## src/rtl/router_pkg.sv

```systemverilog
// Shared types and defaults for the router address generator.
package router_pkg;
  localparam int AG_SA_HEIGHT   = 4;
  localparam int AG_SA_BITS     = $clog2(AG_SA_HEIGHT);
  localparam int AG_KERNEL_SIZE = 3;
  localparam int AG_ADDR_WIDTH  = 6;
  localparam int WINDOW         = AG_KERNEL_SIZE * AG_KERNEL_SIZE;

  typedef enum logic {AG_IDLE, AG_GEN} ag_state_t;

  typedef struct packed {
    logic [AG_ADDR_WIDTH-1:0] o_x;
    logic [AG_ADDR_WIDTH-1:0] o_y;
    logic [AG_SA_BITS-1:0]    row_number;
  } ag_req_t;
endpackage

```

## src/rtl/router_window_counter.sv

```systemverilog
// Nested kx/ky window counter: ky is the inner loop, kx the outer.
module router_window_counter #(
  parameter int KERNEL_SIZE = 3,
  parameter int CW          = (KERNEL_SIZE > 1) ? $clog2(KERNEL_SIZE) : 1
) (
  input  logic          clk,
  input  logic          rst,
  input  logic          clear,
  input  logic          load,
  input  logic          advance,
  output logic [CW-1:0] kx,
  output logic [CW-1:0] ky,
  output logic          last,
  output logic          wrap
);
  localparam logic [CW-1:0] KMAX = CW'(KERNEL_SIZE - 1);

  always_ff @(posedge clk or posedge rst) begin
    if (rst) begin
      kx <= '0;
      ky <= '0;
    end else if (clear || load) begin
      kx <= '0;
      ky <= '0;
    end else if (advance) begin
      if (ky == KMAX) begin
        ky <= '0;
        kx <= (kx == KMAX) ? '0 : kx + 1'b1;
      end else begin
        ky <= ky + 1'b1;
      end
    end
  end

  assign last = (kx == KMAX) && (ky == KMAX);
  assign wrap = advance && last;
endmodule

```

## src/rtl/router_addr_gen.sv

```systemverilog
// Streams the KxK input-buffer read addresses of one convolution window per request.
// Optional zero padding is enabled with ROUTER_ADDR_GEN_PADDING_EN.
module router_addr_gen
  import router_pkg::*;
#(
  parameter int SA_HEIGHT   = AG_SA_HEIGHT,
  parameter int KERNEL_SIZE = AG_KERNEL_SIZE,
  parameter int ADDR_WIDTH  = AG_ADDR_WIDTH,
  localparam int SA_BITS    = $clog2(SA_HEIGHT)
) (
  input  logic                  i_clk,
  input  logic                  i_rst,
  input  logic                  i_reg_clear,
  input  logic                  i_en,
  input  logic [ADDR_WIDTH-1:0] i_o_x,
  input  logic [ADDR_WIDTH-1:0] i_o_y,
  input  logic [SA_BITS-1:0]    i_row_number,
  input  logic [ADDR_WIDTH-1:0] i_start_addr,
  input  logic [ADDR_WIDTH-1:0] i_i_size,
  input  logic [ADDR_WIDTH-1:0] i_stride,
`ifdef ROUTER_ADDR_GEN_PADDING_EN
  input  logic [ADDR_WIDTH-1:0] i_pad,
  output logic                  o_pad_zero,
`endif
  input  logic                  i_ready,
  output logic [ADDR_WIDTH-1:0] o_addr,
  output logic                  o_valid,
  output logic [SA_BITS-1:0]    o_row_number,
  output logic                  o_last,
  output logic                  o_busy,
  output logic                  o_done,
  output logic                  o_overflow
);
  localparam int CW = (KERNEL_SIZE > 1) ? $clog2(KERNEL_SIZE) : 1;

  ag_state_t state, state_n;
  ag_req_t   req, req_n, pend, pend_n, in_req;
  logic      pend_vld, pend_vld_n, overflow, overflow_n, done;
  logic      load_cnt, fire, win_end, last;
  logic [CW-1:0] kx, ky;

  assign in_req = '{o_x: i_o_x, o_y: i_o_y, row_number: i_row_number};
  assign fire   = (state == AG_GEN) && i_ready;

  router_window_counter #(.KERNEL_SIZE(KERNEL_SIZE), .CW(CW)) u_cnt (
    .clk(i_clk), .rst(i_rst), .clear(i_reg_clear), .load(load_cnt),
    .advance(fire), .kx(kx), .ky(ky), .last(last), .wrap(win_end)
  );

  always_ff @(posedge i_clk or posedge i_rst) begin
    if (i_rst) begin
      state <= AG_IDLE; req <= '0; pend <= '0; pend_vld <= 1'b0;
      overflow <= 1'b0; done <= 1'b0;
    end else if (i_reg_clear) begin
      state <= AG_IDLE; req <= '0; pend <= '0; pend_vld <= 1'b0;
      overflow <= 1'b0; done <= 1'b0;
    end else begin
      state <= state_n; req <= req_n; pend <= pend_n; pend_vld <= pend_vld_n;
      overflow <= overflow_n; done <= win_end;
    end
  end

  always_comb begin
    state_n    = state;
    req_n      = req;
    pend_n     = pend;
    pend_vld_n = pend_vld;
    overflow_n = overflow;
    load_cnt   = 1'b0;
    case (state)
      AG_IDLE: if (i_en) begin
        req_n = in_req; state_n = AG_GEN; load_cnt = 1'b1;
      end
      AG_GEN: begin
        // A full slot at the start of the cycle always drops, even on the window's last beat.
        if (i_en && pend_vld) overflow_n = 1'b1;
        if (win_end) begin
          if (pend_vld) begin
            req_n = pend; pend_vld_n = 1'b0; load_cnt = 1'b1;
          end else if (i_en) begin
            req_n = in_req; load_cnt = 1'b1;
          end else begin
            state_n = AG_IDLE;
          end
        end else if (i_en && !pend_vld) begin
          pend_n = in_req; pend_vld_n = 1'b1;
        end
      end
      default: state_n = AG_IDLE;
    endcase
  end

  logic [ADDR_WIDTH-1:0] addr;
`ifdef ROUTER_ADDR_GEN_PADDING_EN
  localparam int EW = ADDR_WIDTH + 2;
  logic [EW-1:0] ex, ey;
  logic          pad_hit;
  assign ex = EW'(req.o_x) * EW'(i_stride) + EW'(kx) - EW'(i_pad);
  assign ey = EW'(req.o_y) * EW'(i_stride) + EW'(ky) - EW'(i_pad);
  // The sign bit catches the negative side, so the upper compare can stay unsigned.
  assign pad_hit = ex[EW-1] || ey[EW-1] || (ex >= EW'(i_i_size)) || (ey >= EW'(i_i_size));
  assign addr = pad_hit ? '0
              : i_start_addr + ex[ADDR_WIDTH-1:0] * i_i_size + ey[ADDR_WIDTH-1:0];
  assign o_pad_zero = (state == AG_GEN) && pad_hit;
`else
  logic [ADDR_WIDTH-1:0] rx, ry;
  assign rx   = req.o_x * i_stride + ADDR_WIDTH'(kx);
  assign ry   = req.o_y * i_stride + ADDR_WIDTH'(ky);
  assign addr = i_start_addr + rx * i_i_size + ry;
`endif

  assign o_valid      = (state == AG_GEN);
  assign o_addr       = o_valid ? addr : '0;
  assign o_row_number = o_valid ? req.row_number : '0;
  assign o_last       = o_valid && last;
  assign o_busy       = o_valid || pend_vld;
  assign o_done       = done;
  assign o_overflow   = overflow;
endmodule

```

## config.mk

```make
export PLATFORM = sky130hd
export DESIGN_NAME = router_addr_gen
export DESIGN_NICKNAME = d
export VERILOG_FILES = /design/src/rtl/router_pkg.sv /design/src/rtl/router_window_counter.sv /design/src/rtl/router_addr_gen.sv
export SDC_FILE = /design/constraint.sdc
export NUM_CORES = 1
export LEC_CHECK = 0
export BUFFER_PORTS_ARGS = -buffer_cell sky130_fd_sc_hd__buf_2
export CAP_MARGIN = 20
export CORE_UTILIZATION = 63
export CTS_CLUSTER_SIZE = 25
export DETAILED_ROUTE_END_ITERATION = 8
export PLACE_DENSITY = 0.9
export SYNTH_ARGS = -nofsm -noshare
export SYNTH_HDL_FRONTEND = slang
export SYNTH_SLANG_ARGS = --single-unit
```

## constraint.sdc

```tcl
create_clock -name i_clk -period 12.7 [get_ports i_clk]
set_input_delay 0 -clock i_clk [delete_from_list [all_inputs] [get_ports i_clk]]
set_output_delay 0 -clock i_clk [all_outputs]
set_load 0.01 [all_outputs]
```

* Word level (Yosys, flattened, before mapping)
Cells that the tools add are included.
Word-level totals: register bits 36
Operators by class: reductions and logical operators 19, mux-type cells 33, bitwise gates (word level) 1, add/subtract/negate cells 6, multipliers 3, equal/unequal tests 4
Operators by type and width (count):
- 14-bit 2-to-1 mux | 8
- 14-bit case mux with 2 select lines | 1
- 6-bit by 6-bit multiplier with 6-bit output | 3
- 2-bit 2-to-1 mux | 8
- 1-bit 2-to-1 mux | 13
- 6-bit by 2-bit adder with 6-bit output | 2
- 6-bit adder | 2
- 2-bit nonzero test | 5
- 1-bit logical AND | 6
- 6-bit 2-to-1 mux | 1
- 2-bit AND reduction | 3
- 2-bit by 1-bit adder with 2-bit output (second input constant) | 2
- 2-bit equality test (second input constant) | 2
- 1-bit case mux with 2 select lines | 2
- 3-bit by 2-bit inequality test with 1-bit output (second input constant) | 1
- 3-bit AND reduction | 1
- 3-bit nonzero test | 1
- 1-bit logical OR | 2
- 2-bit inequality test (second input constant) | 1
- 1-bit logical NOT | 1
- 1-bit NOT | 1

* Depth between registers and ports, before layout
word-level depth 8, gate-level depth with buffers 28

* Hierarchy
A second synthesis with hierarchy kept.
Unflattened totals: cells, all modules 406, area total of the unflattened synthesis 3539.6 um^2
By module, submodules not included:
- router_addr_gen | cells an instance 386, sequential area each 800.8 um^2, times used 1, area an instance 3306.9 um^2
- router_window_counter | cells an instance 20, sequential area each 100.1 um^2, times used 1, area an instance 232.7 um^2

* Least setup slack after synthesis
OpenSTA, ideal clock, no wires.
kind reg-to-output, start point register req[10] (netlist name), end point output port o_addr[5], setup slack 6.449 ns, buffers on the path 0, arrival time 6.251 ns, stages on the path, launching flop included 23, cells stage by stage dfrtp_1 > nand2_1 > fa_1 > inv_1 > ha_1 > fa_1 > ha_1 > xnor2_1 > and2_1 > fa_1 > ha_1 > inv_1 > fa_1 > inv_1 > fa_1 > fa_1 > ha_1 > a21oi_1 > xnor2_1 > xnor2_1 > xnor2_2 > xnor3_1 > and2_1
Between the ends: longest elaborated chain between the ends 6
RTL lines:
- from (decl) | RTL line router_addr_gen.sv:37 | ag_req_t req, req_n, pend, pend_n, in_req;
- from (signal assigned) | RTL line router_addr_gen.sv:58 | state <= state_n; req <= req_n; pend <= pend_n; pend_vld <= pend_vld_n;
- 6-bit by 6-bit multiplier with 6-bit output | RTL line router_addr_gen.sv:107 | assign rx = req.o_x * i_stride + ADDR_WIDTH'(kx);
- 6-bit by 2-bit adder with 6-bit output | RTL line router_addr_gen.sv:107
- 6-bit by 6-bit multiplier with 6-bit output | RTL line router_addr_gen.sv:109 | assign addr = i_start_addr + rx * i_i_size + ry;
- 6-bit adder (2 in series) | RTL line router_addr_gen.sv:109
- 6-bit 2-to-1 mux | RTL line router_addr_gen.sv:113 | assign o_addr = o_valid ? addr : '0;
- to (decl) | RTL line router_addr_gen.sv:26 | output logic [ADDR_WIDTH-1:0] o_addr,
Every way passes these cells.

* Final worst setup path
start point register req[8] (netlist name), end point output port o_addr[5]
The elaborated chain is that of the path after synthesis.

==> summary.txt <==
Run
  – Max_cap viols: 0

Synth
  – EDFF count, synth: 0
  – Area of the mapped netlist: 3520 sq um
  – Asr flop ratio synth: 100%
  – Post-Syn Nets: between 400 and 500
  – Sequential area share after synthesis: 25.6%
  – Post-synth top area share: 25.6%
  – Syn avg cell area: 9.41 sq um
  – Primary FF master, synth: dfrtp_1
  – Synthesis-stage register bit count: 36
  – Yosys top cell by area: dfrtp_1
  – Dominant cells by area after synthesis: dfrtp_1 26%, fa_1 15%, ha_1 11%, xnor2_1 7.0%, inv_1 5.0%
  – Netlist cell types: 37
  – Gate count of the mapped netlist: 374
  – YS warnings: 0

Timing
  – Hold Vio Cnt, Final: 0
  – Min Tclk post-route: 7050 ps
  – Relative slew margins: 39.5%
  – TNS Setup: 0 ps
  – Fin crit share: between 50% and 60%
  – Maximum clock rate: 142 MHz
  – Worst Tran Pin Value: about 900 ps
  – Final setup margin: between 5000 and 6000 ps
  – Final setup fails: 0
  – Slew Limit Fails: 0
  – Unrepaired setup endpoints after global routing: false
  – Worst clock skew: 2.14 ps

Cells and area
  – Post-Layout Cell Count: 502
  – Most frequent cells in the layout: 49 x buf_2, 47 x inv_1, 36 x nand2_1, 36 x dfrtp_1, 32 x ha_1
  – Commonest non-fill, non-tap cell in the layout: buf_2
  – Nets: 527
  – Number of fill cells in the layout: around 370
  – Diodes inserted: 0
  – Area growth from synthesis to layout: 14.9%
  – Share of post-route cells with drive strength above 1: between 10% and 20%

Critical path
  – Reg2reg start: o_valid$_DFF_PP0_
  – R2r endpoint: req[8]$_DFFE_PP0P_
  – Kind of critical path: reg2out
  – Critical Path RT: about 13,000 ps
  – Critical Path Source Type: flop
  – Critical Path End Type: output pin
  – R2R Setup Slk: 10,320 ps
  – Cell depth of the worst flop-to-flop path: 4
  – Crit-path max FO: 8
  – Arrival time at the worst endpoint: 7050 ps

Global route
  – Initial antenna violation count: 0
  – Met3 Track Usage GR: approximately 3.8%
  – Routing usage on met1: 34.3%
  – First-pass GRT wire length: 12,800 um
  – Met2 global-route usage: roughly half
  – GRT Max-Usage Layer: met2
  – Largest net degree at the start of global routing: 37
  – Congestion Overflow GR: 0
  – Total GRT Usage: 27.8%
  – Vias in the first global route: ~2.9k

CTS
  – H-tree depth: 2
  – Clk root buf: clkbuf_8
  – Num CTS Buffers: 5
  – Clock Sinks: 36
  – Skew-Pair Late Insertion Delay: 290 ps
  – # Post-CTS Setup Buffers: 0
  – CTS max path bufs: 2
  – CTS tree: yes
  – Worst-path clk slew: ~70 ps

Detailed routing
  – Router iterations before antenna repair: 4
  – WL/cell: 14.5 um
  – Post-route ant nets: 0
  – Total vias in the final route: around 2.7k
  – Residual DRC count: 0
  – Initial drt markers: a little over 100
  – Via/cell ratio: approximately 5.4
  – Routed wire length: between 7000 and 8000 um

Place
  – Post-Place Worst Slack: slightly below 6000 ps
  – Post-DP HPWL: 5570 um
  – Number of port buffers: roughly 50
  – Placed cells: 480
  – GPL Wtd Cong: 0.881

Floorplanning
  – Die area: 5890 sq um
  – Row count: 26
  – Ports: 50
  – Core area: 5240 sq um
  – Die X: 76.7 um
  – Die Height: 76.7 um
  – Starting Density: 67.2%

Power and ir drop
  – Clock share of power: 18.3%
  – Pwr Total: 469 uW
  – Peak VDD IR: roughly 0.085 mV
  – Net Sw Power: 171 uW
  – Internal power: 298 uW
  – Comb power frac: 54.3%
  – PD cells: between 100 and 150 nW/um^2
  – Leakage: approximately 2.0 nW
  – Part of the power in registers: 27.4%
  – Switching Fraction: 36.4%

Min path
  – Worst hold endpoint: o_done$_DFF_PP0_
  – Hold depth: 3
  – Hold Crit Class: in2reg
  – Min-Delay Startpoint: i_ready

Status
  – Status: finished clean
==> cells in the mapped netlist, types with 2 or more instances <==
master	instances
a22o_1	14
nand2_1	36
nand3b_1	14
nor2_1	16
buf_2	2
a21oi_1	7
ha_1	32
nor3_1	8
a211oi_1	14
inv_1	47
a21o_1	3
nand2b_1	4
xnor2_1	28
xor2_1	5
fa_1	26
o21ai_0	15
dfrtp_1	36
clkbuf_1	11
nand4b_1	3
xnor3_1	2
and2_1	26
a31oi_1	2
nor2b_1	7
nand2_4	2
nor3b_1	2
==> per-stage QoR <==
stage	util [%]	cell area, sq um	hold WS, ps
final	77.2	4040	143
after detailed placement	72.5	3800	122
after floorplan	-	3520	73.5
after global routing	77.2	4040	153
after global placement	72.5	3800	114
after CTS	77.2	4040	131
==> power by group through the flow <==
stage | clock network (mW) | logic, mW | registers (mW)
global placement | 0 | 0.237 | 0.130
CTS | 0.0868 | 0.257 | 0.128
finish | 0.0858 | 0.255 | 0.129
detailed placement | 0 | 0.252 | 0.130
global route | 0.0919 | 0.285 | 0.130
floorplan | 0 | 0.196 | 0.128
==> critical path, cell delays in order, from the launching register on <==
cell and delay (ps):
dfrtp_1 450, and2_1 170, ha_1 300, ha_1 190, inv_1 70, fa_1 420, inv_1 70, ha_1 160
inv_1 60, fa_1 400, xnor2_1 270, and2_1 200, fa_1 420, ha_1 290, inv_1 60, fa_1 530
inv_1 50, fa_1 500, fa_1 490, ha_1 340, a21oi_1 200, xnor2_1 110, xnor2_1 250, xnor2_2 150
xnor3_1 320, and2_1 160, buf_2 130
==> repair_timing <==
item	CTS	global route
gates resized for setup	0	0
hold buffers	15	0
endpoints found under the hold margin	50	0
endpoints found under the setup margin	0	0
==> state kept, by name (all words and copies together) (netlist names) <==
name / cells
o_overflow: 1
o_valid: 1
u_cnt.kx: 2
pend: 14
req: 14
u_cnt.ky: 2
o_done: 1
pend_vld: 1
==> cells by family (layout without fill, tap and decap cells) <==
group / count (synthesis) / count (layout) / share of synthesized area (%)
buffers and inverters: 63 / 121 / 7.11
AND/OR/NAND/NOR: 123 / 123 / 19.3
AO/OA/AOI/OAI: 58 / 58 / 11.8
flip-flops: 36 / 36 / 25.6
adder cells (fa/ha/maj): 58 / 58 / 26.2
XOR/XNOR: 36 / 36 / 9.95
==> cell type report <==
| type | instances | area, sq um | share of cell area, % |
|---|---|---|---|
| multi-input cells | 275 | 2370 | 58.6 |
| repair buffers | 66 | 410 | 10.1 |
| well taps | 70 | 87.6 | 2.17 |
| clock buffers | 7 | 96.3 | 2.38 |
| inverters | 48 | 180 | 4.46 |
| flip-flops and latches | 36 | 901 | 22.3 |
==> routing by layer <==
metal  up-vias  wire [um]
li1       1339          -
met1      1308       3080
met2        69       3810
met3         9        303
met4         0        109
met5         -          0
==> worst max path at each step <==
| stage | slack (ps) | endpoint | from | cells past startpoint |
|---|---|---|---|---|
| 5_1_grt | 5340 | o_addr[5] | req[8]$_DFFE_PP0P_ | 26 |
| 6_report | 5650 | o_addr[5] | req[8]$_DFFE_PP0P_ | 26 |
| 3_5_place_dp | 5960 | o_addr[5] | req[8]$_DFFE_PP0P_ | 26 |
| 3_3_place_gp | 6200 | o_addr[5] | req[10]$_DFFE_PP0P_ | 23 |
| 2_1_floorplan | 6450 | o_addr[5] | req[10]$_DFFE_PP0P_ | 22 |
| 4_1_cts | 5640 | o_addr[5] | req[8]$_DFFE_PP0P_ | 26 |
No activity file was read; power rests on OpenSTA's default activity.
